===== config.mk =====
export PLATFORM = sky130hd
export DESIGN_NAME = tone_synth_pwm_flat
export DESIGN_NICKNAME = d
export VERILOG_FILES = /design/src/rtl/tone_synth_pwm_if.sv /design/src/rtl/tone_synth_pwm.sv /design/src/flat_wrapper.sv
export SDC_FILE = /design/constraint.sdc
export NUM_CORES = 1
export LEC_CHECK = 0
export CAP_MARGIN = 0
export CORE_UTILIZATION = 40
export CTS_CLUSTER_SIZE = 10
export DETAILED_ROUTE_END_ITERATION = 12
export PLACE_DENSITY_LB_ADDON = 0.2
export SKIP_CTS_REPAIR_TIMING = 1
export SLEW_MARGIN = 20
export SYNTH_ARGS = -nofsm -noshare
export SYNTH_HDL_FRONTEND = slang
export SYNTH_SLANG_ARGS = --single-unit

===== constraint.sdc =====
create_clock -name clk -period 6.7 [get_ports clk]
set_input_delay 1.005 -clock clk [delete_from_list [all_inputs] [get_ports clk]]
set_output_delay 1.005 -clock clk [all_outputs]
set_load 0.02 [all_outputs]

===== src/rtl/tone_synth_pwm_if.sv =====
// Amplifier header pins driven by the tone synthesiser.
// The master side drives the amp; the slave side observes it.
interface tone_synth_pwm_if;
   logic AIN;
   logic GAIN;
   logic SHUTDOWN_L;

   modport master (
      output AIN,
      output GAIN,
      output SHUTDOWN_L
   );

   modport slave (
      input AIN,
      input GAIN,
      input SHUTDOWN_L
   );
endinterface


===== src/rtl/tone_synth_pwm.sv =====
// Key-selected square-wave tone, PWM-modulated by a ramped
// volume envelope, driving the audio amp pins directly.
module tone_synth_pwm #(
   parameter int NUM_KEYS = 4,
   parameter int TONE_W = 10,
   parameter logic [NUM_KEYS*TONE_W-1:0] TONE_TABLE =
      {10'd747, 10'd498, 10'd593, 10'd665},
   parameter int VOL_W = 8,
   parameter int MODE = 0,
   parameter int ENV_EN = 1,
   parameter int RAMP_DIV = 256,
   parameter int AUTO_SHDN = 1,
   localparam int IW = $clog2(NUM_KEYS > 1 ? NUM_KEYS : 2),
   localparam int RW = $clog2(RAMP_DIV > 1 ? RAMP_DIV : 2)
) (
   input  logic                clk,
   input  logic                rst_n,
   input  logic [NUM_KEYS-1:0] keys,
   input  logic [VOL_W-1:0]    volume,
   input  logic                gain_hi,
   output logic                note_active,
   output logic [IW-1:0]       note_idx,
   tone_synth_pwm_if.master    amp
);

   typedef enum logic {
      IDLE,
      HOLD
   } state_t;

   state_t state, state_nxt;

   logic [NUM_KEYS-1:0] ks1, ks2;
   logic [IW-1:0]       pick, idx_nxt;
   logic [TONE_W-1:0]   cnt, half;
   logic                phase;
   logic [VOL_W-1:0]    pcnt, level, level_nxt;
   logic [RW-1:0]       rcnt;
   logic                tick, restart, silent;

   assign note_active = (state == HOLD);

   always_comb begin
      pick = '0;
      for (int i = NUM_KEYS - 1; i >= 0; i--)
         if (ks2[i]) pick = IW'(i);
   end

   // MODE 0 latches one key; MODE 1 re-picks every cycle
   always_comb begin
      state_nxt = state;
      idx_nxt   = note_idx;
      if (MODE != 0) begin
         state_nxt = (|ks2) ? HOLD : IDLE;
         if (|ks2) idx_nxt = pick;
      end else begin
         unique case (state)
            IDLE: if (|ks2) begin
               state_nxt = HOLD;
               idx_nxt   = pick;
            end
            HOLD: if (!ks2[note_idx]) state_nxt = IDLE;
         endcase
      end
   end

   always_ff @(posedge clk) begin
      if (!rst_n) begin
         ks1      <= '0;
         ks2      <= '0;
         state    <= IDLE;
         note_idx <= '0;
      end else begin
         ks1      <= keys;
         ks2      <= ks1;
         state    <= state_nxt;
         note_idx <= idx_nxt;
      end
   end

   assign half    = TONE_TABLE[int'(note_idx) * TONE_W +: TONE_W];
   assign restart = (state_nxt == HOLD) &&
                    (state == IDLE || idx_nxt != note_idx);
   assign silent  = (state == IDLE) && (level == '0);

   always_ff @(posedge clk) begin
      if (!rst_n) begin
         cnt   <= '0;
         phase <= 1'b0;
      end else if (restart) begin
         cnt   <= '0;
         phase <= 1'b1;
      end else if (silent) begin
         cnt   <= '0;
         phase <= 1'b0;
      end else if (cnt == half - 1'b1) begin
         cnt   <= '0;
         phase <= ~phase;
      end else begin
         cnt <= cnt + 1'b1;
      end
   end

   assign tick = (rcnt == RW'(RAMP_DIV - 1));

   // Level steps one unit per tick and saturates at the target
   always_comb begin
      level_nxt = level;
      if (ENV_EN == 0) begin
         level_nxt = note_active ? volume : '0;
      end else if (tick) begin
         if (note_active && level < volume)
            level_nxt = level + 1'b1;
         else if (note_active && level > volume)
            level_nxt = level - 1'b1;
         else if (!note_active && level != '0)
            level_nxt = level - 1'b1;
      end
   end

   always_ff @(posedge clk) begin
      if (!rst_n) begin
         pcnt           <= '0;
         rcnt           <= '0;
         level          <= '0;
         amp.AIN        <= 1'b0;
         amp.GAIN       <= 1'b0;
         amp.SHUTDOWN_L <= 1'b1;
      end else begin
         pcnt           <= pcnt + 1'b1;
         rcnt           <= tick ? '0 : rcnt + 1'b1;
         level          <= level_nxt;
         amp.AIN        <= phase & (pcnt < level);
         amp.GAIN       <= gain_hi;
         amp.SHUTDOWN_L <= (AUTO_SHDN == 0) ||
                           (state_nxt == HOLD) ||
                           (level != '0);
      end
   end

endmodule


===== src/flat_wrapper.sv =====
// flat-port wrapper written by rule: the top's interface ports become plain ports
module tone_synth_pwm_flat 
#(
   parameter int NUM_KEYS = 4,
   parameter int TONE_W = 10,
   parameter logic [NUM_KEYS*TONE_W-1:0] TONE_TABLE =
      {10'd747, 10'd498, 10'd593, 10'd665},
   parameter int VOL_W = 8,
   parameter int MODE = 0,
   parameter int ENV_EN = 1,
   parameter int RAMP_DIV = 256,
   parameter int AUTO_SHDN = 1,
   localparam int IW = $clog2(NUM_KEYS > 1 ? NUM_KEYS : 2),
   localparam int RW = $clog2(RAMP_DIV > 1 ? RAMP_DIV : 2)
)
  (clk, rst_n, keys, volume, gain_hi, note_active, note_idx, amp_AIN, amp_GAIN, amp_SHUTDOWN_L);
  tone_synth_pwm_if amp_i ();
  input  logic clk;
  input  logic rst_n;
  input  logic [NUM_KEYS-1:0] keys;
  input  logic [VOL_W-1:0] volume;
  input  logic gain_hi;
  output logic note_active;
  output logic [IW-1:0] note_idx;
  output wire logic [$bits(amp_i.AIN)-1:0] amp_AIN;
  output wire logic [$bits(amp_i.GAIN)-1:0] amp_GAIN;
  output wire logic [$bits(amp_i.SHUTDOWN_L)-1:0] amp_SHUTDOWN_L;
  assign amp_AIN = amp_i.AIN;
  assign amp_GAIN = amp_i.GAIN;
  assign amp_SHUTDOWN_L = amp_i.SHUTDOWN_L;
  tone_synth_pwm #(.NUM_KEYS(NUM_KEYS), .TONE_W(TONE_W), .TONE_TABLE(TONE_TABLE), .VOL_W(VOL_W), .MODE(MODE), .ENV_EN(ENV_EN), .RAMP_DIV(RAMP_DIV), .AUTO_SHDN(AUTO_SHDN)) u_core (.clk(clk), .rst_n(rst_n), .keys(keys), .volume(volume), .gain_hi(gain_hi), .note_active(note_active), .note_idx(note_idx), .amp(amp_i));
endmodule

# Word level (Yosys, flattened, before mapping)

Cells that the tools add are included.

Flip-flop bits (word level): 49
Bits of input ports: 15
Output and inout port bits: 6
Logic and storage cells: 64

Add/sub/neg operators: 6
Multiply operators: 1
Order comparisons: 4
Equal/unequal tests: 3
Shift operators: 1
Mux-type cells: 17
Bitwise gates (word level): 4
Reductions and logical operators: 16

Operators by type and width:

| operator                    | count |
|---|---|
| $shiftx A40 B32 Y10 const A | 1 |
| $add A8 B1 Y8 const B       | 3 |
| $mux W8                     | 3 |
| $lt A8 B8 Y1                | 2 |
| $mux W2                     | 6 |
| $add A10 B1 Y10 const B     | 1 |
| $eq A10 B10 Y1              | 1 |
| $sub A10 B1 Y10 const B     | 1 |
| $eq A8 B8 Y1 const B        | 1 |
| $gt A8 B8 Y1                | 1 |
| $logic_not A8 Y1            | 1 |
| $reduce_bool A8 Y1          | 1 |
| $reduce_or A4 Y1            | 2 |
| $sub A8 B1 Y8 const B       | 1 |
| $mux W1                     | 6 |
| $reduce_bool A3 Y1          | 2 |
| $logic_and A1 B1 Y1         | 5 |
| $mul A2 B3 Y5 const B       | 1 |
| $lt A2 B3 Y1 const B        | 1 |
| $not A1 Y1                  | 3 |
| $bmux W1 S2                 | 1 |
| $logic_or A1 B1 Y1          | 2 |
| $ne A2 B2 Y1                | 1 |
| $pmux W1 S2                 | 1 |
| 4 further kinds             | 4 |

# Longest topological paths before layout

Gate-level depths: netlist (run 1).

Depth after elaboration: 10
Depth in mapped cells: 13

# Worst setup path before layout (run 1)

OpenSTA, ideal clock, no wires.

Kind: in2reg
Start point: in volume[6]
End point: reg u_core.level[7]
Library setup time: 0.135 ns
Arrival: 3.372 ns
Data required time: 6.565 ns
Path slack: 3.194 ns
Cell stages on the path: 12
Path buffers: 0
Path through: inv_1 -> ha_1 -> a21oi_1 -> nand2_1 -> a21oi_2 -> nand2_1 -> ha_1 -> or4_1 -> o22ai_1 -> nor4b_1 -> a311oi_1 -> o211ai_1

Cells in the longest elaborated chain, start to end: 4

Ends and longest elaborated chain:

| item                                                           | line                                         | source |
|---|---|---|
| from (decl)                                                    | flat_wrapper.sv:21                           | `input logic [VOL_W-1:0] volume;` |
| $gt A8 B8 Y1 or $lt A8 B8 Y1 (tied branches)                   | tone_synth_pwm.sv:114, tone_synth_pwm.sv:112 |  |
| $logic_and A1 B1 Y1, on equally long branches                  | tone_synth_pwm.sv:114, tone_synth_pwm.sv:112 |  |
| $reduce_bool A3 Y1 (no source line) or $mux W8 (tied branches) | -                                            |  |
| $reduce_and A2 Y1 (no source line) or $mux W8 (tied branches)  | -                                            |  |
| to (signal assigned)                                           | tone_synth_pwm.sv:132                        | `level <= level_nxt;` |
| to (decl)                                                      | tone_synth_pwm.sv:37                         | `logic [VOL_W-1:0] pcnt, level, level_nxt;` |

Several ways; a longest one is shown, not always the timed one.
A chain may end at the register's enable or synchronous reset.

# Worst setup path after layout (run 1)

Ends and elaborated chain as after synthesis.

==> impl_metrics.tcl, run 1 <==
set metrics [dict create \
    async_reset_ff_frac 0 \
    vias_per_cell 5.192 \
    cts_tree "built" \
    hold_viol_final 0 \
    rsz0062_at_grt "false" \
    worstSkewPairLatency_ns 0.30 \
    grt_usage 0.1504 \
    port_buffers 20 \
    fmax_mhz 248.8 \
    cp_max_fo 7 \
    synthCells 303 \
    cp-start-kind "primary input" \
    setup_viol 0 \
    leakage_nw 1.331 \
    clock_path_buffers 2 \
    ys.flop_type "dfxtp_1" \
    chipHeight_microns 84.64 \
    routedWlPerCell_microns 12.21 \
    yosysMostFrequentCell "dfxtp_1" \
    path_class "primary input to flop" \
    wl_microns 4910 \
    crit_arrival_ns 4.20 \
    fin_tns_setup_ns 0 \
    synth_warnings 0 \
    num_rows 29 \
    synth_cell_types 50 \
    slew_headroom 0.7337 \
    yosys.area.top_type "dfxtp_1" \
    num_vias 2087 \
    whs_ns 0.4383 \
    grt_pass1_wl_microns 8611 \
    n_antenna_cell 0 \
    die_x_microns 84.64 \
    antenna_found_initial 0 \
    cts_inserted_buffers 5 \
    first_global_vias 1957 \
    grt_start_max_net_pins 45 \
    multiInputGateArea_sq_mm 0.001640 \
    fin_skew_ns 0.006343 \
    critPathCaptureType "flop" \
    synth_area_leaders "dfxtp_1, ha_1, xor2_1" \
    hold_path_class "flop to flop" \
    route.detailed.drc 0 \
    place_hpwl_microns 3690 \
    nNetsFinal 370 \
    final_layout_size_suffix_gt1_frac 0.05538 \
    yosysSeqAreaShare 0.3591 \
    regArea_sq_um 980.9 \
    dieArea_sq_mm 0.007163 \
    timing.critical_path.required_ns 6.88 \
    synth_edf_count 0 \
    dr.first_iter.drc_count 50 \
    first_pass_iters 6 \
    ant_nets 0 \
    io_pins 21 \
    initial_core_util 0.4229 \
    h-tree-depth 2 \
    clock_tree.root_cell "clkbuf_8" \
    ys_ff_latch 49 \
    peakVddDrop_mv 0.1236 \
    synth.avg_cell_area_sq_um 9.014 \
    slew_violations 0 \
    core_sq_mm 0.006459 \
    fin_crit_ns 4.019 \
    status "finished clean" \
    cap_viol_max_count 0 \
    synth_area_sq_mm 0.002731 \
    cts.clk_slew.worst_paths_ns 0.09 \
    fillers 626 \
    clock_sinks 49 \
    place_congestion 0.8062 \
    netlist.area_leader.share 0.3591 \
    layout-area-overhead-vs-synth_pct 13.01 \
    post-route-period-util 0.5998 \
    synthTopCellsByCount "dfxtp_1, ha_1, nor2_1" \
    synthesis.nets 349 \
    tightestPinTransition_ns 0.3958 \
    overflow 0 \
    powerDensity_mw_per_mm2 178.4 \
]
[where the power goes]
group / internal [W] / total [W] / switching (W)
combinational: 0.0000347 / 0.0000685 / 0.0000338
sequential: 0.000300 / 0.000309 / 0.00000928
clock: 0.0000722 / 0.000173 / 0.000101
total: 0.000407 / 0.000551 / 0.000144
[area by class of cell]
type / instances / share of cell area
Clock buffer: 5 / 0.02229
Timing Repair Buffer: 21 / 0.06729
Inverter: 20 / 0.02432
Sequential cell: 49 / 0.3178
Multi-Input combinational cell: 227 / 0.5314
Clock inverter: 3 / 0.005675
Tap cell: 77 / 0.03121
[through the flow]
step	worst slack (ns)	cells	utilization	power (W)	area, sq um
3_5_place_dp	2.452	394	0.4645	0.0003860	3000
6_report	2.681	402	0.4779	0.0005507	3087
5_1_grt	2.498	402	0.4779	0.0005801	3087
3_3_place_gp	2.503	394	0.4645	0.0003847	3000
2_1_floorplan	3.194	303	-	0.0003610	2731
4_1_cts	2.768	402	0.4779	0.0005594	3087
[state kept, by name, summed over array words and instances (netlist names)]
| register | flops |
|---|---|
| u_core.amp.GAIN | 1 |
| u_core.phase | 1 |
| u_core.amp.SHUTDOWN_L | 1 |
| u_core.note_idx | 2 |
| u_core.level | 8 |
| u_core.pcnt | 8 |
| u_core.rcnt | 8 |
| u_core.cnt | 10 |
| u_core.ks1 | 4 |
| u_core.amp.AIN | 1 |
| u_core.note_active | 1 |
| u_core.ks2 | 4 |
[per-layer routing]
layer,wire length [microns],global-route usage
met4,87,0.06780
met1,2532,0.1973
met3,104,0.02950
met5,0,0
met2,2185,0.2395
[cells in the final DEF (no fill, tap or decap), drive strengths merged, types with 9 or more instances in the layout]
cell type and n:
ha 30, nand2 23, xor2 16, nand3 19, nor2 26, a21oi 11, and2 18, o21ai 9
dfxtp 49, clkdlybuf4s50 20, xnor2 15, inv 20
[worst max-delay path, stage by stage]
cell             delay, ns
clkdlybuf4s50_1       0.45
inv_1                 0.04
ha_1                  0.32
a21oi_1               0.15
nand2_1               0.08
a21oi_2               0.25
nand2_1               0.25
ha_1                  0.37
a211oi_1              0.32
nor2_1                0.12
o22ai_1               0.27
nor4b_1               0.10
a311oi_1              0.33
o211ai_1              0.13
[cells by family after synthesis]
kind of cell / share of synthesized area
DFF: 0.3591
and+or+nand+nor: 0.2185
AOI/OAI and AO/OA: 0.1077
xor gates and xnor gates: 0.09940
adders and majority gates: 0.1448
muxes: 0.03023
buffers and inverters: 0.04031
[path summary, 6_finish.rpt]
check | slack [ns] | startpoint | end | depth (start not counted)
setup reg to reg | 3.45 | u_core.level[1] | u_core.level[7] | 12
setup / recovery | 2.68 | volume[6] | u_core.level[7] | 14
hold reg to reg | 0.44 | u_core.ks1[3] | u_core.ks2[3] | 1
hold / removal | 0.44 | u_core.ks1[3] | u_core.ks2[3] | 1
(Power assumes the default switching activity.)
==> inputs of run 2 (changes only) <==
Clock period 6.7 ns to 4 ns, I/O delays scaled along.
==> run 2 against run 1 <==
Core utilization rose by 0.29 points. Register-to-register slack got worse by 2.7 ns. Clock power rose by 86%. Highest routed layer unchanged.
==> impl_metrics.tcl, run 2 (synthesized netlist as in run 1, its figures left out) <==
set metrics [dict create \
    hold_path_class "flop to flop" \
    layout-area-overhead-vs-synth_pct 13.70 \
    dieArea_sq_mm 0.007163 \
    tightestPinTransition_ns 0.4182 \
    layout_commonest_cell "dfxtp_1" \
    h-tree-depth 2 \
    clock_tree.root_cell "clkbuf_8" \
    cp-start-kind "primary input" \
    final_cell_mix "dfxtp_1, ha_1, nor2_1" \
    slew_headroom 0.7203 \
    dr.first_iter.drc_count 59 \
    critPathSlowestCell "or4_1" \
    overflow 0 \
    wl_microns 5127 \
    place_hpwl_microns 3801 \
    hold_viol_final 0 \
    num_vias 2043 \
    grt_usage 0.1574 \
    powerDensity_mw_per_mm2 308.5 \
    vias_per_cell 5.069 \
    cts_inserted_buffers 5 \
    path_class "primary input to flop" \
    path_cells "clkdlybuf4s50_1, inv_1, ha_1, nor2b_1, o21bai_1, a21o_1, nand2_1, ha_1, or4_1, o22ai_1, nor4b_1, a311oi_1, o211ai_1" \
    place_inst 395 \
    cp_top_family "compound AO/OA/AOI/OAI gates" \
    max_stage_delay_ns 0.52 \
    setup_viol 0 \
    antenna_found_initial 0 \
    grt_start_max_net_pins 34 \
    finalInstanceArea_sq_mm 0.003105 \
    clock_path_buffers 2 \
    finalPower_w 0.0009580 \
    ant_nets 0 \
    stdcell_count 403 \
    first_pass_iters 6 \
    fin_crit_ns 3.488 \
    routedWlPerCell_microns 12.72 \
    cap_viol_max_count 0 \
    fmax_mhz 286.7 \
    fin_skew_ns 0.005399 \
    top_register "u_core.cnt" \
    crit_buf_inv 2 \
    first_global_vias 1992 \
    route.detailed.drc 0 \
    dpl_cell_area_sq_mm 0.003008 \
    worstSkewPairLatency_ns 0.31 \
    port_buffers 20 \
    largest_reg_flops 10 \
    status "finished clean" \
    critPathCaptureType "flop" \
    fin_ws_ns 0.5118 \
    cts_tree "built" \
    timing.critical_path.required_ns 4.19 \
    cp_max_fo 7 \
    io_pins 21 \
    peakVddDrop_mv 0.1549 \
    slew_violations 0 \
    chipHeight_microns 84.64 \
    nNetsFinal 371 \
    crit_arrival_ns 3.68 \
    cts.clk_slew.worst_paths_ns 0.10 \
    grt_pass1_wl_microns 9059 \
    place_congestion 0.8016 \
    clock_sinks 49 \
    crit_path_frequent_cell "ha_1" \
    leakage_nw 1.343 \
    final_layout_size_suffix_gt1_frac 0.05828 \
    initial_core_util 0.4229 \
    core_sq_mm 0.006459 \
    n_antenna_cell 0 \
    num_rows 29 \
    dp_slack_ns 0.2044 \
    post-route-period-util 0.8720 \
    fin_tns_setup_ns 0 \
    die_x_microns 84.64 \
    rsz0062_at_grt "false" \
]
==> run 2: changes by cell type in the layout (fill, tap and decap cells not counted), sizes merged <==
cell / before / now
clkinvlp: 1 / 0
inv: 20 / 22
buf: 1 / 2
clkinv: 2 / 1
==> run 2: area by class of cell <==
class | count | area, sq um
timing repair buffer | 22 | 215.2
tap | 77 | 96.34
multi-input combinational | 227 | 1640
sequential | 49 | 980.9
clock inverter | 3 | 28.78
clock buffer | 5 | 68.82
fill | 656 | 3353
inverter | 20 | 75.07
==> run 2: stage by stage <==
step                      hold WS (ns)  utilization
after floorplan                 0.4119            -
after global routing            0.4632       0.4808
after CTS                       0.4472       0.4808
final                           0.4435       0.4808
after detailed placement        0.4212       0.4657
after global placement          0.4150       0.4657
==> run 2: per-layer routing <==
layer | routed length (microns) | track usage | up-vias
met5 | 0 | 0 | -
met4 | 74 | 0.05855 | 0
met3 | 121 | 0.03245 | 5
met2 | 2281 | 0.2542 | 24
met1 | 2649 | 0.2075 | 934
li1 | - | - | 1080
==> run 2: path summary, 6_finish.rpt <==
| kind | startpoint | to | slack, ns | cells after the start |
|---|---|---|---|---|
| worst max-delay path | volume[1] | u_core.level[7] | 0.51 | 13 |
| worst min-delay path | u_core.ks1[3] | u_core.ks2[3] | 0.44 | 1 |
| worst max register to register | u_core.level[1] | u_core.level[7] | 0.79 | 11 |
| worst min register to register | u_core.ks1[3] | u_core.ks2[3] | 0.44 | 1 |
==> run 2: power by group <==
part	switching, W	internal, W
Combinational	0.0000580	0.0000593
Sequential	0.0000157	0.000503
Clock	0.000191	0.000131
Total	0.000265	0.000693
